### src/rtl/read_ptr_ctrl.sv
// Read-domain pointer and flag controller for an async FIFO: synchronises the write pointer,
// advances the read pointer, and keeps registered empty/almost-empty/level/underflow state.
module read_ptr_ctrl #(
  parameter int unsigned ADDR_WIDTH  = 4,
  parameter int unsigned SYNC_STAGES = 2,
  parameter int unsigned AE_THRESH   = 2
) (
  input  logic                  R_CLK,
  input  logic                  RST,
  input  logic                  Rinc,
  input  logic [ADDR_WIDTH:0]   W_gray_ptr,
  input  logic                  Rerr_clr,
  output logic [ADDR_WIDTH-1:0] R_addr,
  output logic [ADDR_WIDTH:0]   read_ptr_reg,
  output logic [ADDR_WIDTH:0]   read_ptr_grey,
  output logic                  Rempty,
  output logic                  Ralmost_empty,
  output logic [ADDR_WIDTH:0]   Rlevel,
  output logic                  Runderflow
);

  localparam logic [ADDR_WIDTH:0] AeThresh = (ADDR_WIDTH + 1)'(AE_THRESH);

  if (SYNC_STAGES < 2 || SYNC_STAGES > 4) begin : g_bad_sync_stages
    $error("SYNC_STAGES must be in 2..4");
  end

  logic [SYNC_STAGES-1:0][ADDR_WIDTH:0] wq_q;
  logic [ADDR_WIDTH:0] bin_q, bin_d;
  logic [ADDR_WIDTH:0] gray_q, gray_d;
  logic [ADDR_WIDTH:0] level_q, level_d;
  logic                empty_q, empty_d;
  logic                ae_q, ae_d;
  logic                uflow_q, uflow_d;
  logic [ADDR_WIDTH:0] wq_s;
  logic [ADDR_WIDTH:0] wbin_s;
  logic                rd_en;

  assign wq_s = wq_q[SYNC_STAGES-1];

  always_comb begin
    rd_en   = Rinc & ~empty_q;
    bin_d   = bin_q + {{ADDR_WIDTH{1'b0}}, rd_en};
    gray_d  = bin_d ^ (bin_d >> 1);

    // Gray-to-binary: each binary bit is the XOR of all Gray bits at and above it.
    wbin_s = '0;
    for (int i = 0; i <= int'(ADDR_WIDTH); i++) begin
      wbin_s[i] = ^(wq_s >> i);
    end

    // Flags look ahead from next-state pointers so they are valid right after a read.
    level_d = wbin_s - bin_d;
    empty_d = (gray_d == wq_s);
    ae_d    = (level_d <= AeThresh);

    uflow_d = uflow_q;
    if (Rinc && empty_q) begin
      uflow_d = 1'b1;
    end else if (Rerr_clr) begin
      uflow_d = 1'b0;
    end
  end

  always_ff @(posedge R_CLK or posedge RST) begin
    if (RST) begin
      wq_q    <= '0;
      bin_q   <= '0;
      gray_q  <= '0;
      level_q <= '0;
      empty_q <= 1'b1;
      ae_q    <= 1'b1;
      uflow_q <= 1'b0;
    end else begin
      wq_q[0] <= W_gray_ptr;
      for (int i = 1; i < int'(SYNC_STAGES); i++) begin
        wq_q[i] <= wq_q[i-1];
      end
      bin_q   <= bin_d;
      gray_q  <= gray_d;
      level_q <= level_d;
      empty_q <= empty_d;
      ae_q    <= ae_d;
      uflow_q <= uflow_d;
    end
  end

  assign R_addr        = bin_q[ADDR_WIDTH-1:0];
  assign read_ptr_reg  = bin_q;
  assign read_ptr_grey = gray_q;
  assign Rempty        = empty_q;
  assign Ralmost_empty = ae_q;
  assign Rlevel        = level_q;
  assign Runderflow    = uflow_q;

endmodule

### config.mk
export PLATFORM = sky130hd
export DESIGN_NAME = read_ptr_ctrl
export DESIGN_NICKNAME = d
export VERILOG_FILES = /design/src/rtl/read_ptr_ctrl.sv
export SDC_FILE = /design/constraint.sdc
export NUM_CORES = 1
export LEC_CHECK = 0
export CORE_MARGIN = 3
export CORE_UTILIZATION = 47
export CTS_BUF_LIST = sky130_fd_sc_hd__clkbuf_8 sky130_fd_sc_hd__clkbuf_16
export CTS_CLUSTER_SIZE = 20
export DETAILED_ROUTE_END_ITERATION = 10
export PLACE_DENSITY = 0.87
export SKIP_LAST_GASP = 1
export SLEW_MARGIN = 20
export SYNTH_ARGS = -nofsm -noshare
export SYNTH_HDL_FRONTEND = slang
export SYNTH_SLANG_ARGS = --single-unit
### constraint.sdc
create_clock -name R_CLK -period 3.3 [get_ports R_CLK]
set_clock_uncertainty 0.2 [all_clocks]
set_input_delay 0.66 -clock R_CLK [delete_from_list [all_inputs] [get_ports R_CLK]]
set_output_delay 0.66 -clock R_CLK [all_outputs]
set_load 0.02 [all_outputs]
==> key figures, run 1 <==
Power and ir drop
  • Tot Pwr: 1.85 mW
  • Comb power frac: 62.5%
  • Sw Share: 41.6%
  • Pwr/cell area: 1180 nW/um2
  • Maximum VDD drop: 0.740 mV
  • P_leak: 0.703 nW
  • Pint: 1.08 mW
  • Share of total power in sequential cells: 27.8%
  • Switching power: 770 uW
  • Clk pwr share: 9.7%

Worst setup path
  • Type of origin of the critical path: input pin
  • Critical setup path kind: input pin to flip-flop
  • Cell repeated most along the worst path: ha_1
  • Slowest cell on the critical path: clkdlybuf4s50_1
  • WP data required: 3280 ps
  • Arr. time, crit path: 3040 ps
  • Crit-path cells: clkdlybuf4s50_1, nor2b_1, ha_1, ha_1, xor2_2, buf_4, xnor2_1, nor2_1, a21bo_1, o31ai_2, nor3b_1
  • Crit path buffers/inverters: 2
  • Crit-path max FO: 3
  • CP delay by family, top: buffers and inverters
  • Critical Path Max Stage Delay: 410 ps
  • CP Capture Type: flip-flop

Clocking
  • Clock-pin transition on the worst setup and hold timing paths: 80 ps
  • Setup bufs post-CTS: 0
  • Total clock sinks: 27
  • Clock root buffer: clkbuf_8
  • H-tree levels: 1
  • Cts repair resizes: 0
  • Clk Latency, worst-skew pair: 270 ps
  • Max clock buf depth: 2
  • CTS Buf Count: 3
  • TritonCTS clock tree: built
  • # hold bufs at CTS: 0

Synth
  • Asr flop ratio synth: 100%
  • Synth Flop Type: dfrtp_1
  • Synthesized Nets: 112
  • Register area share after synthesis: 56.7%
  • Syn Std Cell Area: 1200 um2
  • Synthesized instance count: 98
  • Synth Warn #: 0
  • FF+latch count, synth: 27
  • EDFF count, synth: 0
  • Unique masters post-synth: 27
  • Avg Cell Area, Syn: 12.2 um2

Finish
  • Register area: 678 um2
  • Post-Layout Inst Area: 1570 um2
  • N_diodes: 0
  • Final core utilization: 67.9%
  • Fillers: 169
  • Share of cells above drive strength 1: 11.5%
  • Most frequent cells in the layout: clkdlybuf4s50_1 (30), dfrtp_1 (25), inv_1 (11), xor2_1 (11), xnor2_1 (9)
  • Final #Nets: 146
  • Synthesis-to-finish area growth: 31.6%
  • Commonest non-fill, non-tap cell in the layout: clkdlybuf4s50_1
  • Multi-input logic area: 432 um2

STA
  • Max-slew violations: 0
  • Crit share post-route: 92.7%
  • Hold_ws: 155 ps
  • Max transition margin: 39.1%
  • Fmax achieved: 0.327 GHz
  • Worst Slack Setup Final: 241 ps
  • RSZ-0062 raised after global routing: false
  • Final setup fails: 0
  • Slew @ Worst Pin: 908 ps
  • Final hold vios: 0
  • Period minus WS final: 3060 ps

GRT
  • First-pass GRT wire length: 3.46 mm
  • GR met1 Demand/Resource: 15.9%
  • GRT busiest layer: met2
  • Remaining Overflow, GRT: 0
  • Grt met3 use: 2.53%
  • Vias in the first global route: 783
  • M2 GR Usage: 24.9%
  • Largest net degree at the start of global routing: 28
  • Initial antenna violation count: 0
  • Gr usage total: 13.9%

Route
  • Vias post-DR: 790
  • Remaining DRCs: 0
  • Post-DRT Antenna Nets: 0
  • Via/cell ratio: 4.97
  • Wire length per cell: 13.3 um
  • Iter 0 DRT Violations: 9
  • DR pass1 iterations: 4
  • WL final: 2.12 mm

Floorplanning
  • Die area: 3190 um2
  • Core area: 2320 um2
  • Die Wd: 56.4 um
  • Initial Util: 51.6%
  • Chip height: 56.4 um
  • IO Pins: 31
  • Rows: 17

Placement
  • Pre-CTS setup slack: -22.7 ps
  • Post-placement cell area: 1530 um2
  • Gpl congestion: 0.843
  • PortBufs: 30
  • DPL Wire Length: 1.69 mm

Worst hold path
  • Hold crit path type: flip-flop to flip-flop

Status
  • Status: completed

Run
  • Maxcap violations: 0
## power groups by stage
stage               Sequential [mW]  Combinational, mW  Clock (mW)
global placement              0.517               1.11           0
global route                  0.530               1.24       0.199
finish                        0.515               1.16       0.180
CTS                           0.518               1.17       0.186
detailed placement            0.525               1.16           0
floorplan                     0.644              0.613           0
## stage by stage
stage               std cells  TNS, ps
floorplan                  98        0
global placement          155        0
detailed placement        155    -30.3
CTS                       159        0
global route              159        0
finish                    159        0
## area by class of cell
| class | instances | share of cell area, % |
|---|---|---|
| timing repair buffer | 35 | 21.5 |
| clock inverter | 1 | 0.318 |
| multi-input combinational | 53 | 27.4 |
| inverter | 12 | 2.86 |
| clock buffer | 3 | 2.62 |
| sequential | 27 | 43.1 |
| tap | 28 | 2.23 |
## logic make-up after synthesis
logic type / synth area share, %
flops: 56.7
xor+xnor: 17.4
buf+inv: 7.22
simple gates: 7.64
compound gates: 5.86
fa+ha+maj: 5.23
## synthesized netlist by cell type, types with 2 or more instances
cell	number	area share, %
nor2_1	3	0.94
ha_1	5	5.2
o21ai_0	2	0.84
nand3_1	4	1.7
inv_1	12	3.8
buf_4	5	3.1
xnor2_1	9	6.6
xor2_2	2	2.7
dfstp_2	2	4.4
nand2_1	3	0.94
dfrtp_1	25	52
xor2_1	11	8.1
## worst paths after layout
| path | startpoint | to | slack (ps) | cells after the start |
|---|---|---|---|---|
| max | Rinc | Ralmost_empty$_DFF_PP1_ | 240 | 11 |
| min | wq_q[0]$_DFF_PP0_ | wq_s[0]$_DFF_PP0_ | 160 | 0 |
| max reg2reg | wq_s[3]$_DFF_PP0_ | Ralmost_empty$_DFF_PP1_ | 440 | 10 |
| min reg2reg | wq_q[0]$_DFF_PP0_ | wq_s[0]$_DFF_PP0_ | 160 | 0 |
| max in group asynchronous | RST | Rlevel[2]$_DFF_PP0_ | 1900 | 2 |
| min in group asynchronous | RST | wq_s[3]$_DFF_PP0_ | 570 | 2 |
## worst register-to-register path, cell delays in order (launching register included)
cell and delay [ps]:
dfrtp_1 430, xor2_2 220, xnor2_1 390, xnor2_1 180, ha_1 210, inv_1 50, ha_1 180, a21o_1 190
a21bo_1 210, o31ai_2 270, nor3b_1 230
## metal layers
layer	share of wire, %	wire length [um]	vias to the layer above
met5	0	0	-
met4	1.6	33	0
met3	6.1	130	4
met2	54	1140	29
met1	38	810	378
li1	-	-	379
Power figures use the tool's default switching activity.
==> run 2: changes to the inputs <==
--- a/config.mk
+++ b/config.mk
@@ -8,6 +8,7 @@
 export CORE_MARGIN = 3
 export CORE_UTILIZATION = 47
 export CTS_BUF_LIST = sky130_fd_sc_hd__clkbuf_8 sky130_fd_sc_hd__clkbuf_16
+export CTS_CLUSTER_DIAMETER = 50
 export CTS_CLUSTER_SIZE = 20
 export DETAILED_ROUTE_END_ITERATION = 10
 export PLACE_DENSITY = 0.87
==> results of run 2 <==
Same layout as run 1: the final DEF is identical, and so are final timing and power.
==> run 3: changes to the inputs <==
--- a/config.mk
+++ b/config.mk
@@ -5,6 +5,7 @@
 export SDC_FILE = /design/constraint.sdc
 export NUM_CORES = 1
 export LEC_CHECK = 0
+export ABC_CLOCK_PERIOD_IN_PS = 3300
 export CORE_MARGIN = 3
 export CORE_UTILIZATION = 47
 export CTS_BUF_LIST = sky130_fd_sc_hd__clkbuf_8 sky130_fd_sc_hd__clkbuf_16
@@ -13,7 +14,6 @@
 export DETAILED_ROUTE_END_ITERATION = 10
 export PLACE_DENSITY = 0.87
 export SKIP_LAST_GASP = 1
-export SLEW_MARGIN = 20
 export SYNTH_ARGS = -nofsm -noshare
 export SYNTH_HDL_FRONTEND = slang
 export SYNTH_SLANG_ARGS = --single-unit
==> run 3 against run 2 <==
  * Register-to-register slack barely moved
  * Die area unchanged
  * Fmax stayed put
  * Critical endpoint unchanged
  * Highest routed layer unchanged
==> key figures, run 3 (synthesis gave the netlist of run 1 again) <==
Status
  • Status: completed (unchanged)

Power and ir drop
  • Tot Pwr: 1.85 mW (about the same)
  • Pwr/cell area: 1180 nW/um2 (about the same)
  • P_leak: 0.707 nW (was 0.703 nW)
  • Maximum VDD drop: 0.740 mV (about the same)

STA
  • Crit share post-route: 92.7% (unchanged)
  • Final TNS setup: 0 ps (unchanged)
  • Final hold vios: 0 (unchanged)
  • RSZ-0062 raised after global routing: false (unchanged)
  • Fmax achieved: 0.327 GHz (unchanged)
  • Max transition margin: 35.6% (was 39.1%)
  • Final setup fails: 0 (unchanged)
  • Slew @ Worst Pin: 965 ps (was 908 ps)
  • Period minus WS final: 3060 ps (unchanged)
  • Max-slew violations: 0 (unchanged)
  • Hold_ws: 155 ps (unchanged)

Clocking
  • # hold bufs at CTS: 0 (unchanged)
  • Clk Latency, worst-skew pair: 270 ps (about the same)
  • Setup bufs post-CTS: 0 (unchanged)
  • Total clock sinks: 27 (unchanged)
  • Cts repair resizes: 0 (unchanged)
  • Max clock buf depth: 2 (unchanged)
  • H-tree levels: 1 (unchanged)
  • TritonCTS clock tree: built (unchanged)
  • Clock root buffer: clkbuf_8 (unchanged)
  • CTS Buf Count: 3 (unchanged)
  • Clock-pin transition on the worst setup and hold timing paths: 80 ps (about the same)

Route
  • Vias post-DR: 790 (unchanged)
  • WL final: 2.12 mm (unchanged)
  • Iter 0 DRT Violations: 9 (unchanged)
  • Post-DRT Antenna Nets: 0 (unchanged)
  • Via/cell ratio: 4.97 (unchanged)
  • DR pass1 iterations: 4 (unchanged)
  • Remaining DRCs: 0 (unchanged)
  • Wire length per cell: 13.3 um (unchanged)

Placement
  • Post-placement cell area: 1530 um2 (unchanged)
  • Gpl congestion: 0.843 (unchanged)
  • Placed cell count: 155 (unchanged)
  • PortBufs: 30 (unchanged)
  • DPL Wire Length: 1.69 mm (unchanged)

GRT
  • Largest net degree at the start of global routing: 28 (unchanged)
  • Vias in the first global route: 783 (unchanged)
  • Grt met3 use: 2.53% (unchanged)
  • M2 GR Usage: 24.9% (unchanged)
  • GRT busiest layer: met2 (unchanged)
  • Initial antenna violation count: 0 (unchanged)
  • First-pass GRT wire length: 3.46 mm (unchanged)
  • Gr usage total: 13.9% (unchanged)
  • Remaining Overflow, GRT: 0 (unchanged)
  • GR met1 Demand/Resource: 15.9% (unchanged)

Floorplanning
  • IO Pins: 31 (unchanged)
  • Die Wd: 56.4 um (unchanged)
  • Initial Util: 51.6% (unchanged)
  • Chip height: 56.4 um (unchanged)
  • Core area: 2320 um2 (unchanged)
  • Die area: 3190 um2 (unchanged)
  • Rows: 17 (unchanged)

Worst setup path
  • R2R Path End: Ralmost_empty$_DFF_PP1_ (unchanged)
  • R2R cell count: 10 (unchanged)
  • CP Capture Type: flip-flop (unchanged)
  • Type of origin of the critical path: input pin (unchanged)
  • Critical setup path kind: input pin to flip-flop (unchanged)
  • Reg-to-reg slack, setup: 440 ps (about the same)
  • Arr. time, crit path: 3040 ps (about the same)
  • WP data required: 3280 ps (about the same)
  • R2r startpoint: wq_s[3]$_DFF_PP0_ (unchanged)
  • Crit-path max FO: 3 (unchanged)

Worst hold path
  • Hold depth: 0 (unchanged)
  • Endpoint, Worst Hold: wq_s[0]$_DFF_PP0_ (unchanged)
  • Hold crit path type: flip-flop to flip-flop (unchanged)
  • Worst Hold Launch: wq_q[0]$_DFF_PP0_ (unchanged)

Finish
  • Final #Nets: 146 (unchanged)
  • Most frequent cells in the layout: clkdlybuf4s50_1 (30), dfrtp_1 (25), inv_1 (12) (was clkdlybuf4s50_1 (30), dfrtp_1 (25), inv_1 (11), xor2_1 (11), xnor2_1 (9))
  • Synthesis-to-finish area growth: 31.6% (unchanged)
  • Non-Filler Instances: 159 (unchanged)
  • Share of cells above drive strength 1: 11.5% (unchanged)
  • N_diodes: 0 (unchanged)
  • Post-Layout Inst Area: 1570 um2 (unchanged)
  • Commonest non-fill, non-tap cell in the layout: clkdlybuf4s50_1 (unchanged)

Run
  • Maxcap violations: 0 (unchanged)
-- run 3: worst max path at each step --
stage          startpoint                       to  slack, ps
2_1_floorplan        Rinc  Ralmost_empty$_DFF_PP1_        430
3_3_place_gp         Rinc  Ralmost_empty$_DFF_PP1_         70
3_5_place_dp         Rinc  Ralmost_empty$_DFF_PP1_        -20
4_1_cts              Rinc         Rempty$_DFF_PP1_        240
5_1_grt              Rinc         Rempty$_DFF_PP1_         30
6_report             Rinc  Ralmost_empty$_DFF_PP1_        240
-- run 3: routing by layer --
layer | vias up | part of all wire [%]
met5 | - | 0
met2 | 29 | 54
met1 | 378 | 38
li1 | 379 | -
met4 | 0 | 1.6
met3 | 4 | 6.1
-- run 3: power breakdown --
part           internal [mW]  total, mW  switching [mW]
Combinational          0.544       1.16           0.614
Sequential             0.454      0.515          0.0604
Clock                 0.0845      0.180          0.0956
Total                   1.08       1.85           0.770
-- run 3: cell type report --
type | count | area (um2)
inverter | 12 | 45.0
clock inverter | 1 | 5.00
fill | 169 | 744
tap | 28 | 35.0
timing repair buffer | 35 | 338
sequential | 27 | 678
clock buffer | 3 | 41.3
multi-input combinational | 53 | 432
-- run 3: metrics by stage --
stage	utilization, %	setup slack (ps)
final	67.9	241
after global routing	67.9	30.8
after CTS	67.9	236
after detailed placement	65.9	-22.7
after global placement	65.9	67.8
after floorplan	-	425
-- run 3: worst max-delay path, cell delays in order --
cell             delay, ps
clkdlybuf4s50_1        410
nor2b_1                140
ha_1                   190
ha_1                   230
xor2_2                 170
buf_4                  150
xnor2_1                270
nor2_1                  90
a21bo_1                240
o31ai_2                270
nor3b_1                230
